==> config.mk <==
export PLATFORM = sky130hd
export DESIGN_NAME = int_divider
export DESIGN_NICKNAME = d
export VERILOG_FILES = /design/src/rtl/div_pkg.sv /design/src/rtl/div_step.sv /design/src/rtl/int_divider.sv
export SDC_FILE = /design/constraint.sdc
export NUM_CORES = 1
export LEC_CHECK = 0
export CORE_MARGIN = 5
export CORE_UTILIZATION = 55
export CTS_BUF_LIST = sky130_fd_sc_hd__clkbuf_4 sky130_fd_sc_hd__clkbuf_8 sky130_fd_sc_hd__clkbuf_16
export DETAILED_ROUTE_END_ITERATION = 8
export PLACE_DENSITY_LB_ADDON = 0.08
export SYNTH_ARGS = -nofsm -noshare
export SYNTH_HDL_FRONTEND = slang
export SYNTH_SLANG_ARGS = --single-unit
==> constraint.sdc <==
create_clock -name clock -period 6.7 [get_ports clock]
set_input_delay 1.34 -clock clock [delete_from_list [all_inputs] [get_ports clock]]
set_output_delay 1.34 -clock clock [all_outputs]
set_load 0.005 [all_outputs]
==> src/rtl/div_pkg.sv <==
// Shared types and constants for the LEGv8 SDIV/UDIV divider.
package div_pkg;

  localparam int DIV_WIDTH = 64;

  localparam logic [DIV_WIDTH-1:0] DIV_MOST_NEG =
    {1'b1, {(DIV_WIDTH-1){1'b0}}};

  typedef enum logic [1:0] {
    IDLE,
    CALC,
    FIX,
    DONE
  } div_state_t;

endpackage

==> src/rtl/div_step.sv <==
// One restoring division iteration: shift in a dividend bit, trial-subtract.
module div_step
  import div_pkg::*;
#(
  parameter int WIDTH = DIV_WIDTH
) (
  input  logic [WIDTH-1:0] rem_i,
  input  logic             bit_i,
  input  logic [WIDTH-1:0] dvs_i,
  output logic [WIDTH-1:0] rem_o,
  output logic             q_o
);

  logic [WIDTH:0] shifted;
  logic [WIDTH:0] diff;

  // rem_i < dvs_i always holds, so the top bit of diff is the borrow.
  always_comb begin
    shifted = {rem_i, bit_i};
    diff    = shifted - {1'b0, dvs_i};
    q_o     = ~diff[WIDTH];
    rem_o   = q_o ? diff[WIDTH-1:0] : shifted[WIDTH-1:0];
  end

endmodule

==> src/rtl/int_divider.sv <==
// Multi-cycle signed/unsigned restoring divider with start/busy/done handshake.
module int_divider
  import div_pkg::*;
#(
  parameter int WIDTH = DIV_WIDTH
) (
  input  logic             clock,
  input  logic             reset_n,
  input  logic             start,
  input  logic             is_signed,
  input  logic [WIDTH-1:0] dividend,
  input  logic [WIDTH-1:0] divisor,
  output logic             busy,
  output logic             done,
  output logic [WIDTH-1:0] quotient,
  output logic [WIDTH-1:0] remainder,
  output logic             div_by_zero
);

  localparam int CW = $clog2(WIDTH);

  div_state_t       state_q, state_d;
  logic [CW-1:0]    cnt_q, cnt_d;
  logic [WIDTH-1:0] rem_q, rem_d;
  logic [WIDTH-1:0] quo_q, quo_d;
  logic [WIDTH-1:0] dvs_q, dvs_d;
  logic [WIDTH-1:0] dvd_q, dvd_d;
  logic             negq_q, negq_d;
  logic             negr_q, negr_d;
  logic [WIDTH-1:0] quotient_q, quotient_d;
  logic [WIDTH-1:0] remainder_q, remainder_d;
  logic             dbz_q, dbz_d;
  logic             busy_q, busy_d;
  logic             done_q, done_d;

  logic [WIDTH-1:0] step_rem;
  logic             step_q;
  logic             dvd_neg;
  logic             dvs_neg;

  div_step #(.WIDTH(WIDTH)) u_step (
    .rem_i (rem_q),
    .bit_i (quo_q[WIDTH-1]),
    .dvs_i (dvs_q),
    .rem_o (step_rem),
    .q_o   (step_q)
  );

  always_comb begin
    state_d     = state_q;
    cnt_d       = cnt_q;
    rem_d       = rem_q;
    quo_d       = quo_q;
    dvs_d       = dvs_q;
    dvd_d       = dvd_q;
    negq_d      = negq_q;
    negr_d      = negr_q;
    quotient_d  = quotient_q;
    remainder_d = remainder_q;
    dbz_d       = dbz_q;
    dvd_neg     = is_signed & dividend[WIDTH-1];
    dvs_neg     = is_signed & divisor[WIDTH-1];
    unique case (state_q)
      IDLE, DONE: begin
        state_d = start ? CALC : IDLE;
        if (start) begin
          dvd_d  = dividend;
          negq_d = dvd_neg ^ dvs_neg;
          negr_d = dvd_neg;
          quo_d  = dvd_neg ? '0 - dividend : dividend;
          dvs_d  = dvs_neg ? '0 - divisor : divisor;
          rem_d  = '0;
          cnt_d  = CW'(WIDTH - 1);
        end
      end
      CALC: begin
        rem_d = step_rem;
        quo_d = {quo_q[WIDTH-2:0], step_q};
        if (cnt_q == '0) state_d = FIX;
        else cnt_d = cnt_q - CW'(1);
      end
      FIX: begin
        // Modulo negation also yields MIN / -1 = MIN, remainder 0.
        quotient_d  = negq_q ? '0 - quo_q : quo_q;
        remainder_d = negr_q ? '0 - rem_q : rem_q;
        dbz_d       = (dvs_q == '0);
        if (dvs_q == '0) begin
          quotient_d  = '0;
          remainder_d = dvd_q;
        end
        state_d = DONE;
      end
      default: state_d = IDLE;
    endcase
    busy_d = (state_d == CALC) || (state_d == FIX);
    done_d = (state_d == DONE);
  end

  always_ff @(posedge clock or negedge reset_n) begin
    if (!reset_n) begin
      state_q     <= IDLE;
      cnt_q       <= '0;
      rem_q       <= '0;
      quo_q       <= '0;
      dvs_q       <= '0;
      dvd_q       <= '0;
      negq_q      <= 1'b0;
      negr_q      <= 1'b0;
      quotient_q  <= '0;
      remainder_q <= '0;
      dbz_q       <= 1'b0;
      busy_q      <= 1'b0;
      done_q      <= 1'b0;
    end else begin
      state_q     <= state_d;
      cnt_q       <= cnt_d;
      rem_q       <= rem_d;
      quo_q       <= quo_d;
      dvs_q       <= dvs_d;
      dvd_q       <= dvd_d;
      negq_q      <= negq_d;
      negr_q      <= negr_d;
      quotient_q  <= quotient_d;
      remainder_q <= remainder_d;
      dbz_q       <= dbz_d;
      busy_q      <= busy_d;
      done_q      <= done_d;
    end
  end

  assign busy        = busy_q;
  assign done        = done_q;
  assign quotient    = quotient_q;
  assign remainder   = remainder_q;
  assign div_by_zero = dbz_q;

endmodule

Word-level counts from Yosys, hierarchy flattened
Cells that the tools add are included.
{ "classes": {"add_sub_neg": 6, "eq_ne": 8, "n_mux": 17, "bitwise_logic": 4, "reduce_logical": 9} }
{ "ops": {"columns": ["cell", "count"], "rows": [
  ["two-way mux 64 bit", 9],
  ["case mux 64 bit (2 select lines)", 2],
  ["subtractor 1 x 64 -> 64 bit (first input constant)", 4],
  ["subtractor 65 x 64 -> 65 bit", 1],
  ["logical NOT 64 bit", 1],
  ["two-way mux 6 bit", 2],
  ["case mux 6 bit (2 select lines)", 1],
  ["equality test 2 bit (second input constant)", 4],
  ["logical NOT 6 bit", 1],
  ["case mux 2 bit (3 select lines)", 1],
  ["subtractor 6 x 1 -> 6 bit (second input constant)", 1],
  ["equality test 2 x 1 -> 1 bit (second input constant)", 2],
  ["!= test 2 bit (second input constant)", 2],
  ["AND reduction 2 bit", 2],
  ["AND reduction 3 bit", 1],
  ["bitwise AND 1 bit", 2],
  ["logical NOT 2 bit", 1],
  ["two-way mux 2 bit", 1],
  ["nonzero test 2 bit", 1],
  ["OR reduction 2 bit", 1],
  ["logical OR 1 bit", 1],
  ["two-way mux 1 bit", 1],
  ["NOT 1 bit", 1],
  ["XOR 1 bit", 1]
]} }
{ "totals": {"reg_bits": 397, "input_bits": 132, "output_inout_bits": 131} }

Logic depth before layout (Yosys ltp)
Gate-level depths: netlist of the first run.
{ "logic_depth": {"ltp_word": 5, "ltp_mapped": 15} }

Modules after synthesis
A second synthesis of the first run with hierarchy kept.
{ "unflattened": {"hier_cells": 3094, "area_unflattened_um2": 26123.8} }
{ "modules_own_cells": {"columns": ["module", "instances", "cells_per_inst", "area_per_inst_um2", "seq_area_each_um2"], "rows": [
  ["int_divider", 1, 2299, 21398.0, 9934.5],
  ["div_step", 1, 795, 4725.8, 0.0]
]} }

Worst setup path before layout of the first run
No wires, ideal clock.
{ "synth_path": {"path_kind": "input to register", "start": "input port dividend[8]", "end": "register quo_q[46]", "setup_time_ns": 0.133, "arrival_ns": 4.323, "required_time_ns": 6.567, "slack_ns": 2.244, "cell_stages": 12, "n_path_buf": 1, "cell_sequence": "or4_1 or3_1 clkbuf_1 or4_1 nor4_1 nand2_1 or2_2 o31ai_1 xor2_1 nor2_1 a21oi_1 o21ai_0"} }
{ "synth_between": {"elab_chain_len": 4} }
{ "synth_rtl": {"columns": ["element", "line", "rtl"], "rows": [
  ["from (decl)", "int_divider.sv:11", "input logic [WIDTH-1:0] dividend,"],
  ["subtractor 1 x 64 -> 64 bit", "int_divider.sv:70", "quo_d = dvd_neg ? '0 - dividend : dividend;"],
  ["two-way mux 64 bit", "int_divider.sv:70", null],
  ["two-way mux 64 bit", "int_divider.sv:66", "if (start) begin"],
  ["case mux 64 bit (2 select lines)", "int_divider.sv:63", "unique case (state_q)"],
  ["to (signal assigned)", "int_divider.sv:118", "quo_q <= quo_d;"],
  ["to (decl)", "int_divider.sv:25", "logic [WIDTH-1:0] quo_q, quo_d;"]
]} }
No other way between the ends. The select of a mux whose other input is x is not followed.
A chain may end at the register's enable or synchronous reset.

Final worst setup path of the first run
{ "layout_path": {"start": "input port divisor[8]", "end": "register dvs_q[62]"} }
{ "layout_between": {"elab_chain_len": 2} }
{ "layout_rtl": {"columns": ["element", "line", "rtl"], "rows": [
  ["from (decl)", "int_divider.sv:12", "input logic [WIDTH-1:0] divisor,"],
  ["subtractor 1 x 64 -> 64 bit", "int_divider.sv:71", "dvs_d = dvs_neg ? '0 - divisor : divisor;"],
  ["two-way mux 64 bit", "int_divider.sv:71", null],
  ["to (signal assigned)", "int_divider.sv:119", "dvs_q <= dvs_d;"],
  ["to (decl)", "int_divider.sv:26", "logic [WIDTH-1:0] dvs_q, dvs_d;"]
]} }
No other way between the ends.

==> impl_summary.txt, run 1 <==
----------------------------------------------------
[Floorplan]
  Cell Rows ... 78
  Vert. Die Dim ... roughly 230 um
  Num ports ... between 200 and 300
  Starting density of the core ... 0.558
  Core box area ... 45,600 sq um
  Die Area ... 50,700 sq um
  Die Wd ... 225 um

[Global routing]
  Number of global-route vias before repair ... 21,485
  GRT Overall Usage ... 0.286
  Antenna violations before repair ... 2
  Total congestion overflow ... 0
  Global-route wire length before repair ... ~120 mm
  Maximum number of pins on one net before global-route repair ... 149

[Cells and area]
  Share of the core filled with cells ... 0.658
  Area growth from synthesis to layout ... 17.8%
  Leading cell type in the layout, fill and taps excluded ... sky130_fd_sc_hd__dfrtp_1
  Register Area ... around 9900 sq um
  Commonest cells after routing, fill and taps aside ... sky130_fd_sc_hd__dfrtp_1, sky130_fd_sc_hd__nand2_1, sky130_fd_sc_hd__o21ai_0
  NumNets Final ... approximately 3,300
  Proportion of layout cells with a drive suffix above 1 ... 0.0849
  Final-layout fill cell count ... 3,835
  Post-route standard cell area excluding fillers ... 30,000 sq um
  Area of the multi-input gates ... approximately 15,000 sq um

[Power]
  Leakage component of the power ... 12.8 nW
  Pwr Density ... 258 nW/um^2
  Worst IR Drop VDD ... 0.248 mV

[Setup path]
  Sort of element at the start of the critical path ... input pin
  Critical path data arrival time ... ~5.7 ns
  Biggest fanout along the worst timing path ... 8
  Worst setup path category ... input pin to flop
  Setup crit start ... divisor[8]
  Data required time of the worst path ... 7.11 ns
  Worst reg2reg startpoint ... quo_q[63]$_DFFE_PN0P_
  Sort of element at the end of the critical path ... flop

[Logic synthesis]
  Per-instance average area after synthesis ... 8.66 sq um
  Post-synth EDFFs ... 0
  Number of distinct library cells after synthesis ... between 60 and 70
  Synth Cell Area ... between 20,000 and 30,000 sq um
  Nets in the synthesized netlist ... ~3,100
  Main synth FF type ... sky130_fd_sc_hd__dfrtp_1
  Register area share after synthesis ... 0.390
  Number of instances in the synthesized netlist ... about 3,000
  Flip-flop and latch count after synthesis ... a little under 400
  Synth async-reset ratio ... 1.00
  Number of synthesis warnings ... 0

[STA]
  Worst clock skew ... slightly above 0.04 ns
  Fin crit share ... 0.788
  Final Hold Violating Endpoints ... 0
  Final setup TNS ... 0 ns
  Tmin final ... 5.28 ns
  Max-slew headroom ... 0.234
  Slew of the pin with the lowest slew margin ... 1.15 ns
  Highest Clock Rate ... 0.190 GHz
  Final Max Slew Viols ... 0
  Setup repair after global routing missed its margin ... no
  Least setup slack across all paths after layout ... 1.42 ns
  Final number of setup-violating endpoints ... 0

[Placement]
  Placed cell area ... 28,400 sq um
  IO Port Bufs ... 262
  DPL Wire Length ... 56.3 mm
  Routability-driven placement congestion ratio ... around 0.9
  Setup Slack @ Placement ... 0.946 ns

[Drt]
  DR iter-0 viols ... 1,945
  Total DRC errors in the routed layout ... 0
  Via count ... between 20,000 and 25,000
  DRT antenna net count ... 0
  Via/cell ratio ... 5.95
  DRT Wirelength ... 74.3 mm
  Average wire length per cell after detail routing ... 20.0 um
  TritonRoute pass-1 iters ... 6

[Clock network]
  PostCTS Resize Cnt ... 0
  Reg clk slew, reported paths ... 0.06 ns
  Insertion delay of the later-clocked pin in the worst-skew pair ... 0.61 ns
  Clock buffer count from CTS ... 45
  Bufs on Longest Clock Path ... 3
  TritonCTS clock tree ... yes
  Clock root buffer master ... sky130_fd_sc_hd__clkbuf_16
  Depth of the CTS H-tree ... 2
  CTS sink count ... 397
  Post-CTS Hold Fix Bufs ... 0
  Post CTS Setup Buffer Count ... 0

[Flow run]
  Max cap viols ... 0

[Hold path]
  Hold/Removal Path Class ... flop to flop
  Worst Min Path Start ... quotient[57]$_DFFE_PN0P_

[Outcome]
  Outcome ... finished, final reports clean

----------------------------------------------------
metrics by stage:
step | hold WS (ns) | total power, mW | std cells
global placement | 0.467 | 5.09 | 3641
detailed placement | 0.474 | 5.14 | 3641
floorplan | 0.450 | 4.44 | 2938
finish | 0.484 | 7.74 | 3724
global route | 0.496 | 8.18 | 3724
CTS | 0.485 | 7.77 | 3723
worst max-delay path, cell delays in order:
cell and delay, ns:
sky130_fd_sc_hd__clkdlybuf4s50_1 0.47, sky130_fd_sc_hd__or4_1 0.58, sky130_fd_sc_hd__or4_1 0.47, sky130_fd_sc_hd__nor3b_1 0.55
sky130_fd_sc_hd__nand2_1 0.19, sky130_fd_sc_hd__nor3_1 0.78, sky130_fd_sc_hd__nand3_1 0.32, sky130_fd_sc_hd__nor2_1 0.51
sky130_fd_sc_hd__a21oi_1 0.17, sky130_fd_sc_hd__xnor2_1 0.19, sky130_fd_sc_hd__o21ai_0 0.10
power by group:
part / total [mW] / switching (mW) / internal [mW]
Sequential: 3.05 / 0.370 / 2.68
Clock: 2.62 / 1.04 / 1.58
Combinational: 2.08 / 1.24 / 0.833
Total: 7.74 / 2.65 / 5.09
cell families (layout without fill, tap and decap cells):
family | after synthesis | in the layout | share of synthesized area
compound gates | 884 | 884 | 0.211
buf+inv | 283 | 468 | 0.0418
flops | 397 | 397 | 0.390
other cells | 0 | 1 | 0
mux | 144 | 144 | 0.0626
xor+xnor | 300 | 300 | 0.103
simple gates | 857 | 857 | 0.155
fa+ha+maj | 73 | 73 | 0.0362
layout make-up:
cell class	count	share of cell area
Tap cell	600	0.0250
Clock inverter	16	0.00843
Sequential cell	397	0.332
Timing Repair Buffer	282	0.0935
Antenna cell	1	0.0000835
Multi-Input combinational cell	2258	0.484
Clock buffer	66	0.0443
Inverter	104	0.0130
cells in the mapped netlist (7+ instances only):
master | n | area, sq um
sky130_fd_sc_hd__o41ai_1 | 26 | 228
sky130_fd_sc_hd__or4_1 | 26 | 195
sky130_fd_sc_hd__a21oi_1 | 214 | 1070
sky130_fd_sc_hd__dfrtp_1 | 397 | 9930
sky130_fd_sc_hd__nor2_1 | 186 | 698
sky130_fd_sc_hd__o21ai_0 | 362 | 1810
sky130_fd_sc_hd__nand2b_1 | 22 | 138
sky130_fd_sc_hd__xnor2_1 | 89 | 780
sky130_fd_sc_hd__a211oi_1 | 7 | 52.6
sky130_fd_sc_hd__nand3_1 | 26 | 130
sky130_fd_sc_hd__or3_1 | 37 | 231
sky130_fd_sc_hd__a21o_1 | 34 | 255
sky130_fd_sc_hd__o31ai_1 | 73 | 548
sky130_fd_sc_hd__nand2_1 | 384 | 1440
sky130_fd_sc_hd__o22ai_1 | 7 | 43.8
sky130_fd_sc_hd__nor3_1 | 45 | 225
sky130_fd_sc_hd__o21a_1 | 9 | 67.6
sky130_fd_sc_hd__buf_1 | 13 | 48.8
sky130_fd_sc_hd__nand4_1 | 29 | 181
sky130_fd_sc_hd__mux2_2 | 122 | 1370
sky130_fd_sc_hd__inv_1 | 102 | 383
sky130_fd_sc_hd__ha_1 | 72 | 901
sky130_fd_sc_hd__o21bai_1 | 12 | 90.1
sky130_fd_sc_hd__xor2_1 | 211 | 1850
sky130_fd_sc_hd__nor2b_1 | 7 | 43.8
sky130_fd_sc_hd__or2_2 | 12 | 75.1
sky130_fd_sc_hd__o2bb2ai_1 | 55 | 482
sky130_fd_sc_hd__a31oi_1 | 18 | 113
sky130_fd_sc_hd__a22o_1 | 15 | 131
sky130_fd_sc_hd__and2_1 | 11 | 68.8
sky130_fd_sc_hd__and3_1 | 7 | 43.8
sky130_fd_sc_hd__clkbuf_1 | 165 | 619
sky130_fd_sc_hd__nor4_1 | 41 | 257
sky130_fd_sc_hd__mux2i_1 | 22 | 220
layer usage:
| metal | GRT usage | vias up | share of wire |
|---|---|---|---|
| li1 | - | 10755 | - |
| met3 | 0.0404 | 148 | 0.054 |
| met2 | 0.459 | 688 | 0.46 |
| met4 | 0.102 | 2 | 0.038 |
| met5 | 0 | - | 0.00015 |
| met1 | 0.401 | 10565 | 0.45 |
state kept, by name, indices dropped and copies added, names as in the netlist:
register,count
cnt_q,6
rem_q,64
negq_q,1
div_by_zero,1
dvs_q,64
state_q,2
dvd_q,64
done,1
remainder,64
quotient,64
quo_q,64
negr_q,1
busy,1
path summary, 6_finish.rpt:
| kind | to | slack, ns | cells after the start |
|---|---|---|---|
| min in group asynchronous | quotient[12]$_DFFE_PN0P_ | 0.71 | 1 |
| max in group asynchronous | rem_q[53]$_DFFE_PN0P_ | 4.62 | 2 |
| hold / removal | quotient[57]$_DFFE_PN0P_ | 0.48 | 2 |
| hold reg to reg | quotient[57]$_DFFE_PN0P_ | 0.48 | 2 |
| setup / recovery | dvs_q[62]$_DFFE_PN0P_ | 1.42 | 11 |
| setup reg to reg | rem_q[62]$_DFFE_PN0P_ | 1.78 | 15 |
Power figures use the tool's default switching activity.
==> run 2, diff against run 1 <==
==> constraint.sdc (replaced) <==
create_clock -name clock -period 5.38 [get_ports clock]
set_input_delay 1.076 -clock clock [delete_from_list [all_inputs] [get_ports clock]]
set_output_delay 1.076 -clock clock [all_outputs]
set_load 0.005 [all_outputs]
==> impl_summary.txt, run 2 (same netlist as run 1, synthesis figures left out) <==
----------------------------------------------------
[Power]
  Worst IR Drop VDD ... 0.296 mV (+19%)
  Total power draw ... 9.26 mW (+20%)
  Pwr Density ... 311 nW/um^2 (+20%)
  Leakage component of the power ... 12.8 nW (-0.48%)

[Clock network]
  TritonCTS clock tree ... yes
  Depth of the CTS H-tree ... 2 (unchanged)
  PostCTS Resize Cnt ... 0 (unchanged)
  Clock buffer count from CTS ... 42 (-6.7%)
  Reg clk slew, reported paths ... 0.06 ns (about the same)
  Clock root buffer master ... sky130_fd_sc_hd__clkbuf_16
  CTS sink count ... 397 (unchanged)
  Insertion delay of the later-clocked pin in the worst-skew pair ... 0.58 ns (-0.03 ns)
  Post CTS Setup Buffer Count ... 0 (unchanged)
  Post-CTS Hold Fix Bufs ... 0 (unchanged)
  Bufs on Longest Clock Path ... 3 (unchanged)

[Cells and area]
  Proportion of layout cells with a drive suffix above 1 ... 0.0842 (-0.000613)
  Area growth from synthesis to layout ... 17.2%
  Post-route standard cell area excluding fillers ... 29,800 sq um (-0.47%)
  Leading cell type in the layout, fill and taps excluded ... sky130_fd_sc_hd__dfrtp_1
  Number of antenna diodes ... 0 (-1)
  NumNets Final ... 3,299 (+0.18%)
  Commonest cells after routing, fill and taps aside ... sky130_fd_sc_hd__dfrtp_1, sky130_fd_sc_hd__nand2_1, sky130_fd_sc_hd__o21ai_0

[Flow run]
  Max cap viols ... 0 (unchanged)

[Setup path]
  Buf+Inv Stages, Crit Path ... 1 (unchanged)
  Cell Chain, Critical Path ... clkdlybuf4s50_1 > or4_1 > or4_1 > nor3_1 > nand2_1 > or3_1 > nor3_1 > nand2_1 > or2_2 > o31ai_1 > xor2_1 > o21ai_0
  Sort of element at the end of the critical path ... flop
  Biggest fanout along the worst timing path ... 5 (-3)
  R2R setup slack ... 0.93 ns (-0.85 ns)
  Data required time of the worst path ... 5.78 ns (-1.33 ns)
  Critical path data arrival time ... 4.95 ns (-0.74 ns)
  Largest stage delay on the critical path ... 0.59 ns (-0.19 ns)
  Number of cells traversed by the worst register-to-register path ... 11 (-4)
  Crit path max-delay family ... simple AND/OR/NAND/NOR gates
  Reg-to-reg critical path endpoint ... quotient[62]$_DFFE_PN0P_
  Worst reg2reg startpoint ... quo_q[5]$_DFFE_PN0P_
  Critical path destination ... dvs_q[59]$_DFFE_PN0P_
  Count of cell instances traversed by the critical path ... 12 (+1)
  Sort of element at the start of the critical path ... input pin
  Critical path's slowest cell ... sky130_fd_sc_hd__or4_1
  Setup crit start ... divisor[8]
  Worst setup path category ... input pin to flop

[Placement]
  DPL Wire Length ... 57.5 mm (+2.0%)
  Placed cell area ... 28,500 sq um (+0.36%)
  Routability-driven placement congestion ratio ... 0.924 (about the same)
  IO Port Bufs ... 262 (unchanged)

[Floorplan]
  Num ports ... 263 (unchanged)
  Core box area ... 45,600 sq um (unchanged)
  Vert. Die Dim ... 225 um (unchanged)
  Die Wd ... 225 um (unchanged)
  Die Area ... 50,700 sq um (unchanged)
  Cell Rows ... 78 (unchanged)
  Starting density of the core ... 0.558 (unchanged)

[Drt]
  DRT antenna net count ... 0 (unchanged)
  DR iter-0 viols ... 1,485 (-24%)
  Via count ... 22,142 (-0.072%)
  TritonRoute pass-1 iters ... 7 (+1)
  DRT Wirelength ... 75.1 mm (+1.1%)
  Via/cell ratio ... 5.95 (about the same)
  Total DRC errors in the routed layout ... 0 (unchanged)
  Average wire length per cell after detail routing ... 20.2 um (+1.1%)

[STA]
  Final setup TNS ... 0 ns (unchanged)
  Final Hold Violating Endpoints ... 0 (unchanged)
  Max-slew headroom ... 0.218 (-0.0158)
  Worst clock skew ... 0.0191 ns (-0.0221 ns)
  Highest Clock Rate ... 0.220 GHz
  Final number of setup-violating endpoints ... 0 (unchanged)
  Slew of the pin with the lowest slew margin ... 1.17 ns (+0.0236 ns)
  Final Max Slew Viols ... 0 (unchanged)
  Setup repair after global routing missed its margin ... no
  Tmin final ... 4.54 ns
  Fin crit share ... 0.845

[Hold path]
  Hold/Removal Path Class ... flop to flop

[Global routing]
  GRT Overall Usage ... 0.288 (+0.00212)
  Number of global-route vias before repair ... 21,514 (+0.13%)
  Total congestion overflow ... 0 (unchanged)
  Antenna violations before repair ... 0 (-2)
  Maximum number of pins on one net before global-route repair ... 139 (-6.7%)
  Global-route wire length before repair ... 119 mm (+0.79%)

[Outcome]
  Outcome ... finished, final reports clean

----------------------------------------------------
[run 2: worst min path at each step]
| stage | slack [ns] | to | cells past startpoint | start |
|---|---|---|---|---|
| finish | 0.49 | quotient[35]$_DFFE_PN0P_ | 1 | quotient[35]$_DFFE_PN0P_ |
| global route | 0.50 | quotient[60]$_DFFE_PN0P_ | 1 | quotient[60]$_DFFE_PN0P_ |
| CTS | 0.49 | quotient[60]$_DFFE_PN0P_ | 1 | quotient[60]$_DFFE_PN0P_ |
| detailed placement | 0.47 | quotient[59]$_DFFE_PN0P_ | 2 | quotient[59]$_DFFE_PN0P_ |
| global placement | 0.47 | quotient[7]$_DFFE_PN0P_ | 1 | quotient[7]$_DFFE_PN0P_ |
| floorplan | 0.45 | dvd_q[0]$_DFFE_PN0P_ | 2 | dvd_q[0]$_DFFE_PN0P_ |
[run 2: final cells by class]
class	count	area, sq um
Inverter	104	390
Multi-Input combinational cell	2258	14500
Sequential cell	397	9940
Fill cell	3828	15700
Tap cell	600	751
Clock inverter	12	116
Clock buffer	60	1220
Timing Repair Buffer	291	2910
[run 2: where the power goes]
group          switching, mW  total [mW]  internal [mW]
combinational           1.57        2.61           1.04
clock                   1.22        2.86           1.64
sequential             0.458        3.79           3.33
total                   3.25        9.26           6.01
[run 2: through the flow]
step | worst slack [ns] | utilization | instances | hold slack, ns
3_3_place_gp | 0.476 | 0.625 | 3650 | 0.467
6_report | 0.835 | 0.655 | 3722 | 0.486
5_1_grt | 0.642 | 0.655 | 3722 | 0.499
2_1_floorplan | 1.19 | - | 2938 | 0.450
3_5_place_dp | 0.350 | 0.625 | 3650 | 0.472
4_1_cts | 0.936 | 0.655 | 3722 | 0.489
[run 2: routing by layer]
metal,routed length (um),track usage,part of all wire,vias up
li1,-,-,-,10757
met3,3710,0.0288,0.049,137
met4,2520,0.0939,0.034,0
met1,33800,0.406,0.45,10557
met2,35100,0.473,0.47,691
met5,0,0,0,-
